--- src/rtl/simprisc_lsu_pkg.sv ---
// Shared types and constants for the simprisc load/store unit.
package simprisc_lsu_pkg;

    localparam int LSU_TIMEOUT_DEFAULT = 16;

    // RISC-V funct3 encodings for loads and stores
    localparam logic [2:0] F3_LB  = 3'b000;
    localparam logic [2:0] F3_LH  = 3'b001;
    localparam logic [2:0] F3_LW  = 3'b010;
    localparam logic [2:0] F3_LBU = 3'b100;
    localparam logic [2:0] F3_LHU = 3'b101;
    localparam logic [2:0] F3_SB  = 3'b000;
    localparam logic [2:0] F3_SH  = 3'b001;
    localparam logic [2:0] F3_SW  = 3'b010;

    typedef enum logic [1:0] {
        ST_IDLE   = 2'd0,
        ST_ACCESS = 2'd1,
        ST_RESP   = 2'd2
    } lsu_state_e;

    typedef enum logic [1:0] {
        ERR_NONE     = 2'd0,
        ERR_MISALIGN = 2'd1,
        ERR_TIMEOUT  = 2'd2,
        ERR_ILLEGAL  = 2'd3
    } err_code_e;

    function automatic logic funct3_legal(input logic is_store, input logic [2:0] f3);
        if (is_store) begin
            return (f3 == F3_SB) || (f3 == F3_SH) || (f3 == F3_SW);
        end
        return (f3 == F3_LB) || (f3 == F3_LH) || (f3 == F3_LW) ||
               (f3 == F3_LBU) || (f3 == F3_LHU);
    endfunction

    // Only meaningful for already-legal funct3 values.
    function automatic logic is_misaligned(input logic [2:0] f3, input logic [1:0] ea_lo);
        case (f3[1:0])
            2'b01:   return ea_lo[0];
            2'b10:   return ea_lo != 2'b00;
            default: return 1'b0;
        endcase
    endfunction

endpackage

--- src/rtl/simprisc_lsu_align.sv ---
// Byte-lane steering: store byte enables / replicated write data, and
// load lane extraction with sign or zero extension.
module simprisc_lsu_align
    import simprisc_lsu_pkg::*;
(
    input  logic [2:0]  funct3,
    input  logic [1:0]  ea_lo,
    input  logic [31:0] store_data,
    input  logic [31:0] rdata,
    output logic [3:0]  be,
    output logic [31:0] wdata,
    output logic [31:0] load_data
);

    logic [7:0]  lane_b;
    logic [15:0] lane_h;

    // Byte enables and lane-replicated store data by access width
    always_comb begin
        be    = 4'b1111;
        wdata = store_data;
        case (funct3[1:0])
            2'b00: begin
                be    = 4'b0001 << ea_lo;
                wdata = {4{store_data[7:0]}};
            end
            2'b01: begin
                be    = ea_lo[1] ? 4'b1100 : 4'b0011;
                wdata = {2{store_data[15:0]}};
            end
            default: begin
                be    = 4'b1111;
                wdata = store_data;
            end
        endcase
    end

    // Pick the addressed lane out of the read word and extend it
    always_comb begin
        lane_b    = rdata[7:0];
        lane_h    = ea_lo[1] ? rdata[31:16] : rdata[15:0];
        load_data = rdata;
        case (ea_lo)
            2'b00:   lane_b = rdata[7:0];
            2'b01:   lane_b = rdata[15:8];
            2'b10:   lane_b = rdata[23:16];
            default: lane_b = rdata[31:24];
        endcase
        case (funct3)
            F3_LB:   load_data = {{24{lane_b[7]}}, lane_b};
            F3_LH:   load_data = {{16{lane_h[15]}}, lane_h};
            F3_LBU:  load_data = {24'd0, lane_b};
            F3_LHU:  load_data = {16'd0, lane_h};
            default: load_data = rdata;
        endcase
    end

endmodule

--- src/rtl/simprisc_lsu.sv ---
// simprisc load/store unit: one decoded load/store per op, req/ack data
// memory bus, writeback and error strobes.
// Optional build macro SIMPRISC_LSU_MISALIGN_TRAP_EN: trap misaligned
// half/word accesses with err_code 1 instead of silently aligning them.
module simprisc_lsu
    import simprisc_lsu_pkg::*;
#(
    parameter int XLEN           = 32,
    parameter int TIMEOUT_CYCLES = LSU_TIMEOUT_DEFAULT
) (
    input  logic            clk,
    input  logic            rst,
    input  logic            req_valid,
    output logic            req_ready,
    input  logic            req_is_store,
    input  logic [2:0]      req_funct3,
    input  logic [XLEN-1:0] req_rs1_val,
    input  logic [XLEN-1:0] req_rs2_val,
    input  logic [11:0]     req_imm,
    input  logic [4:0]      req_rd,
    output logic            mem_req,
    output logic            mem_we,
    output logic [XLEN-1:0] mem_addr,
    output logic [3:0]      mem_be,
    output logic [XLEN-1:0] mem_wdata,
    input  logic            mem_ack,
    input  logic [XLEN-1:0] mem_rdata,
    output logic            wb_valid,
    output logic [4:0]      wb_rd,
    output logic [XLEN-1:0] wb_data,
    output logic            err_valid,
    output logic [1:0]      err_code,
    output logic            busy
);

    localparam int               CNT_W    = $clog2(TIMEOUT_CYCLES);
    localparam logic [CNT_W-1:0] CNT_LAST = CNT_W'(TIMEOUT_CYCLES - 1);

    lsu_state_e      state_q, state_d;
    err_code_e       err_q, err_d;
    logic [CNT_W-1:0] cnt_q, cnt_d;
    logic [XLEN-1:0] ea_q, rs2_q, rdata_q, ea_next;
    logic [2:0]      funct3_q;
    logic            is_store_q;
    logic [4:0]      rd_q;
    logic            accept, capture, in_access, bad_align;
    logic [3:0]      al_be;
    logic [31:0]     al_wdata, al_load;

    assign ea_next = req_rs1_val + {{(XLEN-12){req_imm[11]}}, req_imm};

`ifdef SIMPRISC_LSU_MISALIGN_TRAP_EN
    assign bad_align = is_misaligned(req_funct3, ea_next[1:0]);
`else
    assign bad_align = 1'b0;
`endif

    // State, timeout counter and latched operation fields
    always_ff @(posedge clk) begin
        if (rst) begin
            state_q    <= ST_IDLE;
            err_q      <= ERR_NONE;
            cnt_q      <= '0;
            ea_q       <= '0;
            rs2_q      <= '0;
            rdata_q    <= '0;
            funct3_q   <= '0;
            is_store_q <= 1'b0;
            rd_q       <= '0;
        end else begin
            state_q <= state_d;
            err_q   <= err_d;
            cnt_q   <= cnt_d;
            if (accept) begin
                ea_q       <= ea_next;
                rs2_q      <= req_rs2_val;
                funct3_q   <= req_funct3;
                is_store_q <= req_is_store;
                rd_q       <= req_rd;
            end
            if (capture) begin
                rdata_q <= mem_rdata;
            end
        end
    end

    // Next-state, error classification and capture enables
    always_comb begin
        state_d = state_q;
        err_d   = err_q;
        cnt_d   = cnt_q;
        accept  = 1'b0;
        capture = 1'b0;
        case (state_q)
            ST_IDLE: begin
                err_d = ERR_NONE;
                cnt_d = '0;
                if (req_valid) begin
                    accept = 1'b1;
                    if (!funct3_legal(req_is_store, req_funct3)) begin
                        state_d = ST_RESP;
                        err_d   = ERR_ILLEGAL;
                    end else if (bad_align) begin
                        state_d = ST_RESP;
                        err_d   = ERR_MISALIGN;
                    end else begin
                        state_d = ST_ACCESS;
                    end
                end
            end
            ST_ACCESS: begin
                if (mem_ack) begin
                    capture = 1'b1;
                    state_d = ST_RESP;
                end else if (cnt_q == CNT_LAST) begin
                    state_d = ST_RESP;
                    err_d   = ERR_TIMEOUT;
                end else begin
                    cnt_d = cnt_q + 1'b1;
                end
            end
            ST_RESP: begin
                state_d = ST_IDLE;
                err_d   = ERR_NONE;
            end
            default: begin
                state_d = ST_IDLE;
                err_d   = ERR_NONE;
            end
        endcase
    end

    simprisc_lsu_align u_align (
        .funct3     (funct3_q),
        .ea_lo      (ea_q[1:0]),
        .store_data (rs2_q),
        .rdata      (rdata_q),
        .be         (al_be),
        .wdata      (al_wdata),
        .load_data  (al_load)
    );

    assign in_access = (state_q == ST_ACCESS);
    assign req_ready = (state_q == ST_IDLE) && !rst;
    assign busy      = (state_q != ST_IDLE);
    assign mem_req   = in_access;
    assign mem_we    = in_access && is_store_q;
    assign mem_addr  = in_access ? {ea_q[XLEN-1:2], 2'b00} : '0;
    assign mem_be    = in_access ? al_be : 4'b0000;
    assign mem_wdata = (in_access && is_store_q) ? al_wdata : '0;
    assign wb_valid  = (state_q == ST_RESP) && !is_store_q && (err_q == ERR_NONE) && (rd_q != 5'd0);
    assign wb_rd     = wb_valid ? rd_q : 5'd0;
    assign wb_data   = wb_valid ? al_load : '0;
    assign err_valid = (state_q == ST_RESP) && (err_q != ERR_NONE);
    assign err_code  = err_valid ? err_q : ERR_NONE;

endmodule

--- config.mk ---
export PLATFORM = sky130hd
export DESIGN_NAME = simprisc_lsu
export DESIGN_NICKNAME = d
export VERILOG_FILES = /design/src/rtl/simprisc_lsu_pkg.sv /design/src/rtl/simprisc_lsu_align.sv /design/src/rtl/simprisc_lsu.sv
export SDC_FILE = /design/constraint.sdc
export NUM_CORES = 1
export LEC_CHECK = 0
export ABC_CLOCK_PERIOD_IN_PS = 2600
export BUFFER_PORTS_ARGS = -buffer_cell sky130_fd_sc_hd__buf_4
export CELL_PAD_IN_SITES_DETAIL_PLACEMENT = 1
export CELL_PAD_IN_SITES_GLOBAL_PLACEMENT = 2
export CORE_MARGIN = 4
export CORE_UTILIZATION = 27
export CTS_CLUSTER_DIAMETER = 80
export DETAILED_ROUTE_END_ITERATION = 8
export HOLD_SLACK_MARGIN = 0.08
export PLACE_DENSITY_LB_ADDON = 0.1
export SLEW_MARGIN = 20
export SYNTH_ARGS = -nofsm -noshare
export SYNTH_HDL_FRONTEND = slang
export SYNTH_SLANG_ARGS = --single-unit
--- constraint.sdc ---
create_clock -name clk -period 2.6 [get_ports clk]
set_input_delay 0.13 -clock clk [delete_from_list [all_inputs] [get_ports clk]]
set_output_delay 0.13 -clock clk [all_outputs]
set_load 0.05 [all_outputs]
-- After elaboration in Yosys (flattened, before gate mapping)
Cells that the tools add are included.
Widths: inputs -> output; s select.
- reduce and logical (&&, ||, !) cells: 25
- $mul: 0
- bitwise gates (word level): 0
- add/sub/neg operators: 2
- shift-type cells: 1
- mux-type cells: 35
- divide/modulo/power cells: 0
- order comparisons: 0
- eq/ne operators: 18
- operators with widths (cell ; count):
    $pmux 32 s4 ; 1
    $mux 32 ; 3
    $pmux 32 s2 ; 1
    $add 32x32->32 ; 1
    $pmux 8 s3 ; 1
    $mux 16 ; 1
    $mux 2 ; 8
    $mux 4 ; 4
    $pmux 4 s2 ; 2
    $eq 3x3->1 const B ; 4
    $mux 1 ; 11
    $logic_not 2->1 ; 4
    $pmux 2 s2 ; 2
    $eq 2x1->1 const B ; 3
    $eq 3x1->1 const B ; 2
    $logic_and 1x1->1 ; 6
    $logic_not 3->1 ; 2
    $ne 2x2->1 const B ; 3
    $reduce_bool 2->1 ; 3
    $mux 5 ; 1
    $reduce_bool 5->1 ; 1
    $add 4x1->4 const B ; 1
    $eq 2x2->1 const B ; 2
    $eq 4x4->1 const B ; 1
    8 further kinds ; 13
- latch bits: 0
- bits of input ports: 121
- bits in writable memories: 0
- register bits: 113
- memory bits (read-only): 0
- memories: 0

-- Longest topological paths before layout
Gate-level depths: netlist of the first run.
- depth in word-level cells: 11
- mapped depth: 9
- mapped depth without buffers: 9

-- By module
A second synthesis of the first run with hierarchy kept.
- cell total of the unflattened synthesis: 1075
- area total of the unflattened synthesis: 7737.4 sq um
- modules (own cells, without submodules) (module ; area an instance (sq um) ; seq. area each (sq um) ; instances ; cells an instance):
    simprisc_lsu ; 6573.8 ; 2262.2 ; 1 ; 892
    simprisc_lsu_align ; 1163.6 ; 0.0 ; 1 ; 183

-- Worst setup path before layout of the first run
OpenSTA, ideal clock, no wires.
- path kind: register -> output
- start: register state_q[1]
- end: output port wb_data[21]
- data required time: 2.470 ns
- arrival time: 2.618 ns
- path slack: -0.148 ns
- stages on the path, launching flop included: 9
- cells stage by stage: dfxtp_1 buf_2 nor2b_1 nor4b_2 o21ai_2 inv_1 o21ai_2 buf_2 a21oi_1
- cells in the longest elaborated chain, start to end: 5
- ends and longest elaborated chain (item ; RTL line ; text):
    start, declared ; simprisc_lsu.sv:39 ; lsu_state_e state_q, state_d;
    start signal, assigned ; simprisc_lsu.sv:71 ; state_q <= state_d;
    $eq 2x2->1 ; simprisc_lsu.sv:151 ; assign wb_valid = (state_q == ST_RESP) && !is_store_q && (err_q == ERR_NONE) && (rd_q != 5'd0);
    $logic_and 1x1->1 (3 in a row) ; simprisc_lsu.sv:151 ;
    via wb_valid ; simprisc_lsu.sv:28 ; output logic wb_valid,
    $mux 32 ; simprisc_lsu.sv:153 ; assign wb_data = wb_valid ? al_load : '0;
    end, declared ; simprisc_lsu.sv:30 ; output logic [XLEN-1:0] wb_data,
The timed path passes the listed nets, and every way through them passes these cells.

-- Worst setup path after layout of the first run
- start: register ea_q[1]
- end: output port wb_data[15]
- cells in the longest elaborated chain, start to end: 4
- elaborated cells on any way between the ends: 7
- those cells by class: eq/ne (2); mux (4); reduce/logical (1)
- ends and longest elaborated chain (item ; RTL line ; text):
    start, declared ; simprisc_lsu.sv:42 ; logic [XLEN-1:0] ea_q, rs2_q, rdata_q, ea_next;
    start signal, assigned ; simprisc_lsu.sv:75 ; ea_q <= ea_next;
    $eq 2x2->1 (tied with other cells) ; simprisc_lsu_align.sv:43 ; case (ea_lo)
    $pmux 8 s3 ; simprisc_lsu_align.sv:43 ;
    $pmux 32 s4 (*) ; simprisc_lsu_align.sv:49 ; case (funct3)
    $mux 32 (*) ; simprisc_lsu.sv:153 ;
Every way passes the cells marked *; elsewhere a longest branch is shown, timed or not.

==> qor.yml, run 1 <==
die:
  initial_core_util_pct: 27.4
  ios: 234
  die_area_sq_mm: 0.0291
  std_cell_rows: 59
  core_sq_mm: 0.0261
  dieWidth_um: 171
  die_y_um: 171
setup_path:
  endpoint_kind: "output pin"
  crit_type: "reg -> out"
  r2r_slack_ps: 580
  cp_max_fo: 19
  crit_required_ps: 2470
  arrival_ps: 2260
  cp-start-kind: "register"
clock_tree:
  cts-root-buf: "clkbuf_16"
  clk_latency_ps: 410
  clock-sinks: 113
  cts_tree: "done"
  clkTransAtPathRegs_ps: 60
  cts_max_level: 4
  cts_made_buffers: 17
  cts_buffer_depth: 2
finish:
  drive_gt1_share_pct: 24.2
  syn_to_final_growth_pct: 48.9
  nets: 1461
  final_area_sq_mm: 0.0106
  antenna_cells: 0
  layoutNonFillerInstCount: 1655
placed_design:
  post_dp_cell_area_sq_mm: 0.00930
  port_buffers: 231
  dp_cells: 1549
  gp_congestion: 0.821
  place_hpwl_um: 21400
detailed_routing:
  detail-route-antenna-nets: 0
  vias: 8082
  viasPerCell: 4.88
  initialDrtViolationCount: 346
  firstDrtPassIters: 4
  drc: 0
  wire_per_inst_um: 17.7
  wirelength_um: 29200
logic_synthesis:
  netlist_instances: 1016
  synth_seq_cells: 113
  synthTopCellsByArea: "dfxtp_1 32%, a21oi_1 13%, nand2_1 12%, ha_1 5.6%, nor2_1 3.8%"
  yosysTopAreaCell: "dfxtp_1"
  synth_enable_flop_cells: 0
  yosysTopAreaCellShare_pct: 31.6
  ys_warn_count: 0
  synth_ff_type: "dfxtp_1"
  synth.cell_area_sq_mm: 0.00715
  ys_async_sr_fraction_pct: 0
  synth_area_per_cell_sq_um: 7.04
  synthDistinctLibCells: 62
  synth-seq-area-share_pct: 31.6
timing:
  fin_skew_ps: 11.9
  maxSlewViolCount: 0
  fmax_mhz: 419
  setup_violations: 0
  slew_headroom_pct: 49.8
  holdWs_ps: 105
  finalHoldViolations: 0
  period_needed_ps: 2390
  fin_crit_sh_pct: 91.9
  worst_pin_slew_ps: 752
  rsz0062_at_grt: "false"
  setup_tns_ps: 0
run_status:
  status: "finished, final reports clean"
worst_hold_path:
  hp-class: "in -> reg"
power_and_ir_drop:
  power_mw: 5.68
  p_leak_nw: 4.53
  p_per_area_mw_per_mm2: 533
  ir_worst_vdd_v: 0.000295
global_route:
  antenna_found_initial: 0
  track_usage_pct: 19.5
  grt_overflow: 0
  grt_pass1_wl_um: 45600
  grt_start_max_net_pins: 63
  grt_pass1_vias: 8382
run:
  drv_cap: 0
## sequential cells by signal, indices dropped and copies added, names as in the netlist, 2 cells and up
register and flops:
ea_q 32, rdata_q 32, rs2_q 32, rd_q 5, cnt_q 4, funct3_q 3
err_q 2, state_q 2
## path summary, 6_finish.rpt
kind,cells after the start,startpoint,end
setup / recovery,9,ea_q[1]$_SDFFE_PP0P_,wb_data[15]
hold / removal,3,mem_ack,err_q[0]$_SDFFE_PP0P_
setup reg to reg,7,state_q[0]$_SDFFE_PP0P_,rdata_q[9]$_SDFFE_PP0P_
hold reg to reg,2,ea_q[27]$_SDFFE_PP0P_,ea_q[27]$_SDFFE_PP0P_
## cells in the final DEF, fill, tap and decap left out, types with 3 or more instances in the layout
cell type | netlist | routed
a211oi_1 | 3 | 3
a21o_1 | 12 | 12
a21oi_1 | 184 | 184
a22oi_1 | 12 | 12
a31oi_1 | 6 | 6
and2_1 | 40 | 39
and3_1 | 14 | 14
buf_4 | 2 | 260
clkbuf_16 | 0 | 17
clkinvlp_4 | 0 | 5
dfxtp_1 | 113 | 112
dlygate4sd3_1 | 0 | 74
ha_1 | 32 | 32
inv_1 | 30 | 30
mux2i_1 | 21 | 21
nand2_1 | 237 | 236
nand2b_1 | 4 | 4
nand3_1 | 7 | 7
nand3b_1 | 3 | 3
nand4_1 | 7 | 7
nor2_1 | 72 | 72
nor2b_1 | 5 | 4
nor3_1 | 16 | 16
nor3b_1 | 8 | 8
o211ai_1 | 7 | 7
o21a_1 | 3 | 3
o21ai_0 | 37 | 37
o21ai_1 | 8 | 8
o21ai_2 | 3 | 3
o21bai_1 | 7 | 7
or2_2 | 5 | 4
xnor2_1 | 10 | 10
xor2_1 | 10 | 10
## Yosys cell counts (3+ instances only)
| cell | n |
|---|---|
| dfxtp_1 | 113 |
| xor2_1 | 10 |
| nand2_1 | 237 |
| clkbuf_1 | 52 |
| buf_2 | 6 |
| buf_1 | 5 |
| and2_1 | 40 |
| o21ai_2 | 3 |
| nor3b_1 | 8 |
| and3_1 | 14 |
| a22oi_1 | 12 |
| inv_1 | 30 |
| a21oi_1 | 184 |
| a21o_1 | 12 |
| a211oi_1 | 3 |
| o21bai_1 | 7 |
| ha_1 | 32 |
| mux2i_1 | 21 |
| o21ai_1 | 8 |
| nand2b_1 | 4 |
| a31oi_1 | 6 |
| nand3_1 | 7 |
| nor2b_1 | 5 |
| or2_2 | 5 |
| nor2_1 | 72 |
| nor3_1 | 16 |
| nand4_1 | 7 |
| o21ai_0 | 37 |
| nand3b_1 | 3 |
| xnor2_1 | 10 |
| o211ai_1 | 7 |
| o21a_1 | 3 |
## per-stage QoR
stage          utilization (%)  setup WS, ps
4_1_cts                   40.8          80.0
3_5_place_dp              35.7          1.44
6_report                  40.9           211
3_3_place_gp              35.7          45.3
2_1_floorplan                -          -148
5_1_grt                   40.9          9.47
## critical path, stage by stage (launching register included)
cell	delay, ps
dfxtp_1	400
buf_6	210
mux2i_1	90
nand2_1	70
o211ai_1	130
or2_4	310
a21oi_1	150
a21oi_1	50
nor2_1	190
buf_4	240
## metal layers
metal  wire length [um]  share of wire (%)  global-route usage [%]  vias up
met2              14500                 49                    34.4      144
met4                313                1.1                    3.92        0
met3               1000                3.4                    2.31       18
li1                   -                  -                       -     4074
met5                  0                  0                       0        -
met1              13500                 46                    25.7     3846
## cell families (layout without fill, tap and decap cells)
family	Yosys count	count (layout)	synth area share [%]
AO/OA/AOI/OAI	302	302	24.8
XOR/XNOR	20	20	2.45
adder cells (fa/ha/maj)	33	33	5.88
buffers and inverters	96	399	5.25
flip-flops	113	113	31.6
multiplexers	22	22	3.10
other	1	2	0.0525
AND/OR/NAND/NOR	429	429	26.9
## area by class of cell
| class | instances | area, sq um |
|---|---|---|
| well taps | 335 | 419 |
| clock buffers | 20 | 457 |
| fillers | 3256 | 15400 |
| flip-flops and latches | 113 | 2260 |
| multi-input cells | 808 | 4530 |
| repair buffers | 336 | 2720 |
| inverters | 31 | 116 |
| clock inverters | 12 | 134 |
## where the power goes
group	leakage [nW]	total (mW)	switching, mW	internal (mW)
logic	3.33	1.36	0.789	0.567
clock network	0.275	2.38	0.916	1.46
registers	0.924	1.94	0.0882	1.85
## timing repair
| item | CTS | global route |
|---|---|---|
| hold endpoints to repair | 74 | 0 |
| hold buffers | 74 | 0 |
| setup endpoints to repair | 0 | 7 |
| gates resized for setup | 0 | 4 |
| setup buffers | 0 | 0 |
Power figures use the tool's default switching activity.
==> run 2, diff against run 1 <==
Settings changed: PLACE_DENSITY_LB_ADDON 0.1 to 0.3.
==> run 2 against run 1 <==
Compared with the run above: non-clock buffer count is 6 higher; cell area increased by 0.58%; register-to-register slack lost 20 ps; clock power fell by 4%; maximum frequency decreased by 2.8%.
==> qor.yml, run 2 (synthesized netlist as in run 1, its figures left out) <==
clock_tree:
  clk_latency_ps: 420
  clkTransAtPathRegs_ps: 50
  cts-root-buf: "clkbuf_16"
  cts_made_buffers: 17
  cts_tree: "done"
  cts_buffer_depth: 2
  cts_max_level: 4
  clock-sinks: 113
detailed_routing:
  viasPerCell: 4.91
  firstDrtPassIters: 4
  wirelength_um: 29100
  wire_per_inst_um: 17.5
  drc: 0
  initialDrtViolationCount: 364
  vias: 8162
  detail-route-antenna-nets: 0
global_route:
  grt_pass1_vias: 8454
  grt_start_max_net_pins: 56
  antenna_found_initial: 0
  grt_pass1_wl_um: 45300
  track_usage_pct: 19.4
  grt_overflow: 0
timing:
  worst_pin_slew_ps: 658
  maxSlewViolCount: 0
  fmax_mhz: 407
  setup_tns_ps: 0
  finalHoldViolations: 0
  setup_violations: 0
  period_needed_ps: 2460
  holdWs_ps: 151
  fin_crit_sh_pct: 94.5
  slew_headroom_pct: 56.2
  rsz0062_at_grt: "false"
  fin_skew_ps: 12.6
run_status:
  status: "finished, final reports clean"
finish:
  final_common_cell: "buf_4"
  final_cell_mix: "259 x buf_4, 236 x nand2_1, 184 x a21oi_1"
  fillers: 3179
  drive_gt1_share_pct: 24.2
  nets: 1467
  reg_top3: "ea_q x32, rdata_q x32, rs2_q x32"
  final_area_sq_mm: 0.0107
  syn_to_final_growth_pct: 49.8
  layoutNonFillerInstCount: 1662
die:
  die_y_um: 171
  ios: 234
  die_area_sq_mm: 0.0291
  initial_core_util_pct: 27.4
  dieWidth_um: 171
  std_cell_rows: 59
  core_sq_mm: 0.0261
setup_path:
  endpoint_kind: "output pin"
  crit_type: "reg -> out"
  critPathSlowestCell: "dfxtp_1"
  crit_top_cell: "buf_4"
  cp-start-kind: "register"
  crit_family: "buffers and inverters"
  cpPeakStageDelay_ps: 400
  arrival_ps: 2330
  cp_num_buf_inv: 4
  cp_max_fo: 16
  crit_chain: "nor2b_2 > nor4b_2 > buf_4 > o21ai_2 > inv_1 > o21ai_4 > buf_12 > a21oi_1 > buf_4"
  crit_required_ps: 2470
power_and_ir_drop:
  ir_worst_vdd_v: 0.000336
  p_leak_nw: 4.58
  p_per_area_mw_per_mm2: 523
placed_design:
  place_hpwl_um: 21600
  post_dp_cell_area_sq_mm: 0.00929
  gp_congestion: 0.887
  dp_cells: 1548
  port_buffers: 231
worst_hold_path:
  hp-class: "in -> reg"
run:
  drv_cap: 0
## run 2: changes by cell type in the layout (fill, tap and decap cells not counted), sizes merged
cell	delta
dlygate4sd3	+6
clkbuf	+2
clkinvlp	-2
diode	+2
bufinv	-1
clkinv	+1
inv	-1
## run 2: worst paths after layout
kind / start / to / slack [ps] / cells after the start
worst max register to register: state_q[0]$_SDFFE_PP0P_ / rd_q[3]$_SDFFE_PP0P_ / 560 / 6
worst min-delay path: req_imm[0] / ea_q[0]$_SDFFE_PP0P_ / 150 / 4
worst max-delay path: state_q[0]$_SDFFE_PP0P_ / wb_data[27] / 140 / 9
worst min register to register: ea_q[22]$_SDFFE_PP0P_ / ea_q[22]$_SDFFE_PP0P_ / 450 / 2
## run 2: per-layer routing
metal / vias to the layer above / wire (um) / global-route usage [%]
li1: 4081 / - / -
met1: 3882 / 12900 / 24.7
met2: 176 / 14600 / 34.7
met3: 23 / 1200 / 2.98
met4: 0 / 337 / 4.44
met5: - / 0 / 0
## run 2: layout make-up
| class | count | area, sq um | area share [%] |
|---|---|---|---|
| multi-input cells | 808 | 4530 | 42.3 |
| well taps | 335 | 419 | 3.91 |
| flip-flops and latches | 113 | 2260 | 21.1 |
| repair buffers | 342 | 2800 | 26.1 |
| clock buffers | 22 | 494 | 4.62 |
| clock inverters | 9 | 81.3 | 0.760 |
| diodes | 2 | 5.00 | 0.0467 |
| inverters | 31 | 116 | 1.09 |
## run 2: per-stage QoR
step	worst slack (ps)	utilization (%)	power, mW
floorplan	-148	-	2.75
global route	13.1	41.1	5.90
finish	143	41.1	5.60
detailed placement	-6.29	35.7	3.25
global placement	68.8	35.7	3.23
CTS	109	41.0	5.67
## run 2: timing repair
action,CTS,global route
gates resized for setup,1,3
buffers inserted,0,1
pin swaps,0,1
hold endpoints to repair,82,0
hold buffers,80,0
endpoints found under the setup margin,2,8
## run 2: power breakdown
part           switching, mW  total, mW  internal (mW)
registers             0.0886       1.94           1.85
clock network          0.862       2.29           1.43
logic                  0.788       1.36          0.576
total                   1.74       5.60           3.86
## run 2: worst register-to-register path, delay by kind of cell, from the launching register on
family | cells | cell delay [ps]
buffers and inverters | 2 | 840
and+or+nand+nor | 3 | 510
DFF | 1 | 500
AOI/OAI and AO/OA | 1 | 130
==> run 3, diff against run 2 <==
Settings changed: ABC_CLOCK_PERIOD_IN_PS 2600 to 2800, CORE_UTILIZATION 27 to 28, SYNTH_HIERARCHICAL set to 1.
Clock period 2.6 ns to 2.8 ns, I/O delays scaled along.
==> run 3 against run 2 <==
Compared with the run above: non-clock buffer count down 20; register-to-register slack better by 200 ps; setup slack better by 160 ps; sequential share of layout area is 0.70 points lower; utilization down 0.22 points; synthesized area is 8.2% higher; clock skew fell by 5.5 ps; power shrank 1.3%; critical path depth decreased by 3; sequential power is 6% lower; synthesized cell count up 5.8%; critical path type unchanged; highest routed layer unchanged.
==> qor.yml, run 3 <==
setup_path:
  r2r_slack_ps: 760
  cp_num_buf_inv: 2
  cp_max_fo: 16
  crit_type: "reg -> out"
  crit_required_ps: 2660
  crit_family: "flip-flops"
  cp-start-kind: "register"
  crit_chain: "inv_1 > nor3_1 > o21ai_2 > nand2_1 > and2_1 > buf_4"
  arrival_ps: 2360
  endpoint_kind: "output pin"
  critPathSlowestCell: "dfxtp_1"
  cpPeakStageDelay_ps: 630
finish:
  fillers: 3316
  reg_top3: "ea_q x32, rdata_q x32, rs2_q x32"
  final_cell_mix: "260 x nand2_1, 248 x buf_4, 132 x a21oi_1"
  drive_gt1_share_pct: 24.3
  layoutNonFillerInstCount: 1725
  final_common_cell: "nand2_1"
  nets: 1493
  syn_to_final_growth_pct: 43.1
logic_synthesis:
  synth_area_per_cell_sq_um: 7.20
  ys_warn_count: 6
  netlist_instances: 1075
  ys_async_sr_fraction_pct: 0
  synth-seq-area-share_pct: 29.2
  synth_seq_cells: 113
  synth.cell_area_sq_mm: 0.00774
  synth_most_common_cell: "nand2_1"
  synthTopCellsByArea: "dfxtp_1 29%, nand2_1 13%, a21oi_1 8.5%, and2_1 6.3%, ha_1 5.2%"
  synth_enable_flop_cells: 0
  yosysTopAreaCell: "dfxtp_1"
  synth_common_cells: "261 x nand2_1, 132 x a21oi_1, 113 x dfxtp_1"
  yosysTopAreaCellShare_pct: 29.2
  synthDistinctLibCells: 78
  synth_ff_type: "dfxtp_1"
clock_tree:
  cts_max_level: 4
  clkTransAtPathRegs_ps: 60
  cts-root-buf: "clkbuf_16"
  cts_tree: "done"
  cts_made_buffers: 17
  post_cts_buffers: 0
  clock-sinks: 113
  clk_latency_ps: 410
  cts_buffer_depth: 2
global_route:
  track_usage_pct: 19.5
  grt_pass1_wl_um: 48100
  grt_start_max_net_pins: 70
  antenna_found_initial: 1
  grt_pass1_vias: 8587
  grt_overflow: 0
run_status:
  status: "finished, final reports clean"
detailed_routing:
  drc: 0
  firstDrtPassIters: 4
  detail-route-antenna-nets: 0
  viasPerCell: 4.84
  initialDrtViolationCount: 412
  vias: 8342
  wire_per_inst_um: 17.6
  wirelength_um: 30400
placed_design:
  gp_congestion: 0.856
  place_hpwl_um: 22200
  port_buffers: 231
  dp_cells: 1619
  pre_cts_ws_ps: 236
power_and_ir_drop:
  intPower_mw: 3.79
  p_switching_mw: 1.74
  clkPwrFrac_pct: 42.4
  p_leak_nw: 4.95
  swShare_pct: 31.4
  p_per_area_mw_per_mm2: 499
  power_mw: 5.52
  combPwrFrac_pct: 24.7
  ir_worst_vdd_v: 0.000274
  seqPwrFrac_pct: 32.9
die:
  die_y_um: 174
  initial_core_util_pct: 28.6
  std_cell_rows: 60
  ios: 234
  core_sq_mm: 0.0271
  dieWidth_um: 174
  die_area_sq_mm: 0.0304
timing:
  worst_pin_slew_ps: 800
  period_needed_ps: 2500
  timing.final.ws_setup_ps: 302
  rsz0062_at_grt: "false"
  finalHoldViolations: 0
  fin_crit_sh_pct: 89.2
  setup_violations: 0
  fin_skew_ps: 7.13
  setup_tns_ps: 0
  maxSlewViolCount: 0
  fmax_mhz: 400
  slew_headroom_pct: 46.7
worst_hold_path:
  hp-class: "in -> reg"
run:
  drv_cap: 0
-- run 3: cell count changes in the layout (fill, tap and decap cells not counted), sizes merged, moves of 7 or more --
cell / delta
and3: +23
and2: +39
inv: -21
buf: -13
dlygate4sd3: -7
a21oi: -52
a22oi: -8
nand2: +25
mux2: +18
nor2: -8
-- run 3: logic make-up after synthesis --
| family | synth area share (%) |
|---|---|
| flops | 29.2 |
| simple gates | 32.1 |
| xor+xnor | 2.15 |
| mux | 5.09 |
| other cells | 0.0485 |
| compound gates | 20.6 |
| buf+inv | 5.30 |
| fa+ha+maj | 5.43 |
-- run 3: cell type report --
type / instances / area, sq um / share of cell area [%]
Antenna cell: 1 / 2.50 / 0.0226
Clock buffer: 19 / 433 / 3.91
Clock inverter: 13 / 185 / 1.67
Inverter: 9 / 33.8 / 0.305
Multi-Input combinational cell: 876 / 5080 / 45.9
Sequential cell: 113 / 2260 / 20.4
Tap cell: 372 / 465 / 4.20
Timing Repair Buffer: 322 / 2610 / 23.6
-- run 3: path summary, 6_finish.rpt --
path                        endpoint               startpoint  cells past startpoint
min reg2reg    ea_q[11]$_SDFFE_PP0P_    ea_q[11]$_SDFFE_PP0P_                      2
min          state_q[1]$_SDFFE_PP0P_                req_valid                      3
max reg2reg    ea_q[30]$_SDFFE_PP0P_  state_q[1]$_SDFFE_PP0P_                      6
max                      wb_data[29]     ea_q[1]$_SDFFE_PP0P_                      6
-- run 3: tightest hold or removal path: cells and delay by family --
family	cells	cell delay (ps)
AO/OA/AOI/OAI	1	80
buffers and inverters	1	130
AND/OR/NAND/NOR	1	110
-- run 3: repair_timing --
action,in CTS,in global routing
setup endpoints to repair,0,0
gates resized for setup,0,0
endpoints found under the hold margin,73,0
hold buffers,73,0
-- run 3: per-stage QoR --
stage | hold WS [ps] | instance area (sq um) | utilization, %
2_1_floorplan | 276 | 7740 | -
3_3_place_gp | 389 | 9720 | 35.9
3_5_place_dp | 398 | 9720 | 35.9
4_1_cts | 89.4 | 11100 | 40.9
5_1_grt | 156 | 11100 | 40.9
6_report | 107 | 11100 | 40.9
-- run 3: power groups by stage --
stage | clock (mW) | combinational [mW] | sequential [mW]
floorplan | 0 | 0.876 | 1.80
global placement | 0 | 1.27 | 1.85
detailed placement | 0 | 1.29 | 1.85
CTS | 2.41 | 1.38 | 1.82
global route | 2.48 | 1.51 | 1.83
finish | 2.34 | 1.36 | 1.82
-- run 3: metal layers --
layer	global-route usage (%)	up-vias	routed length, um
met5	0	-	0
met4	4.39	0	403
met3	3.11	23	1220
met2	32.7	193	14300
met1	26.4	3907	14500
li1	-	4219	-
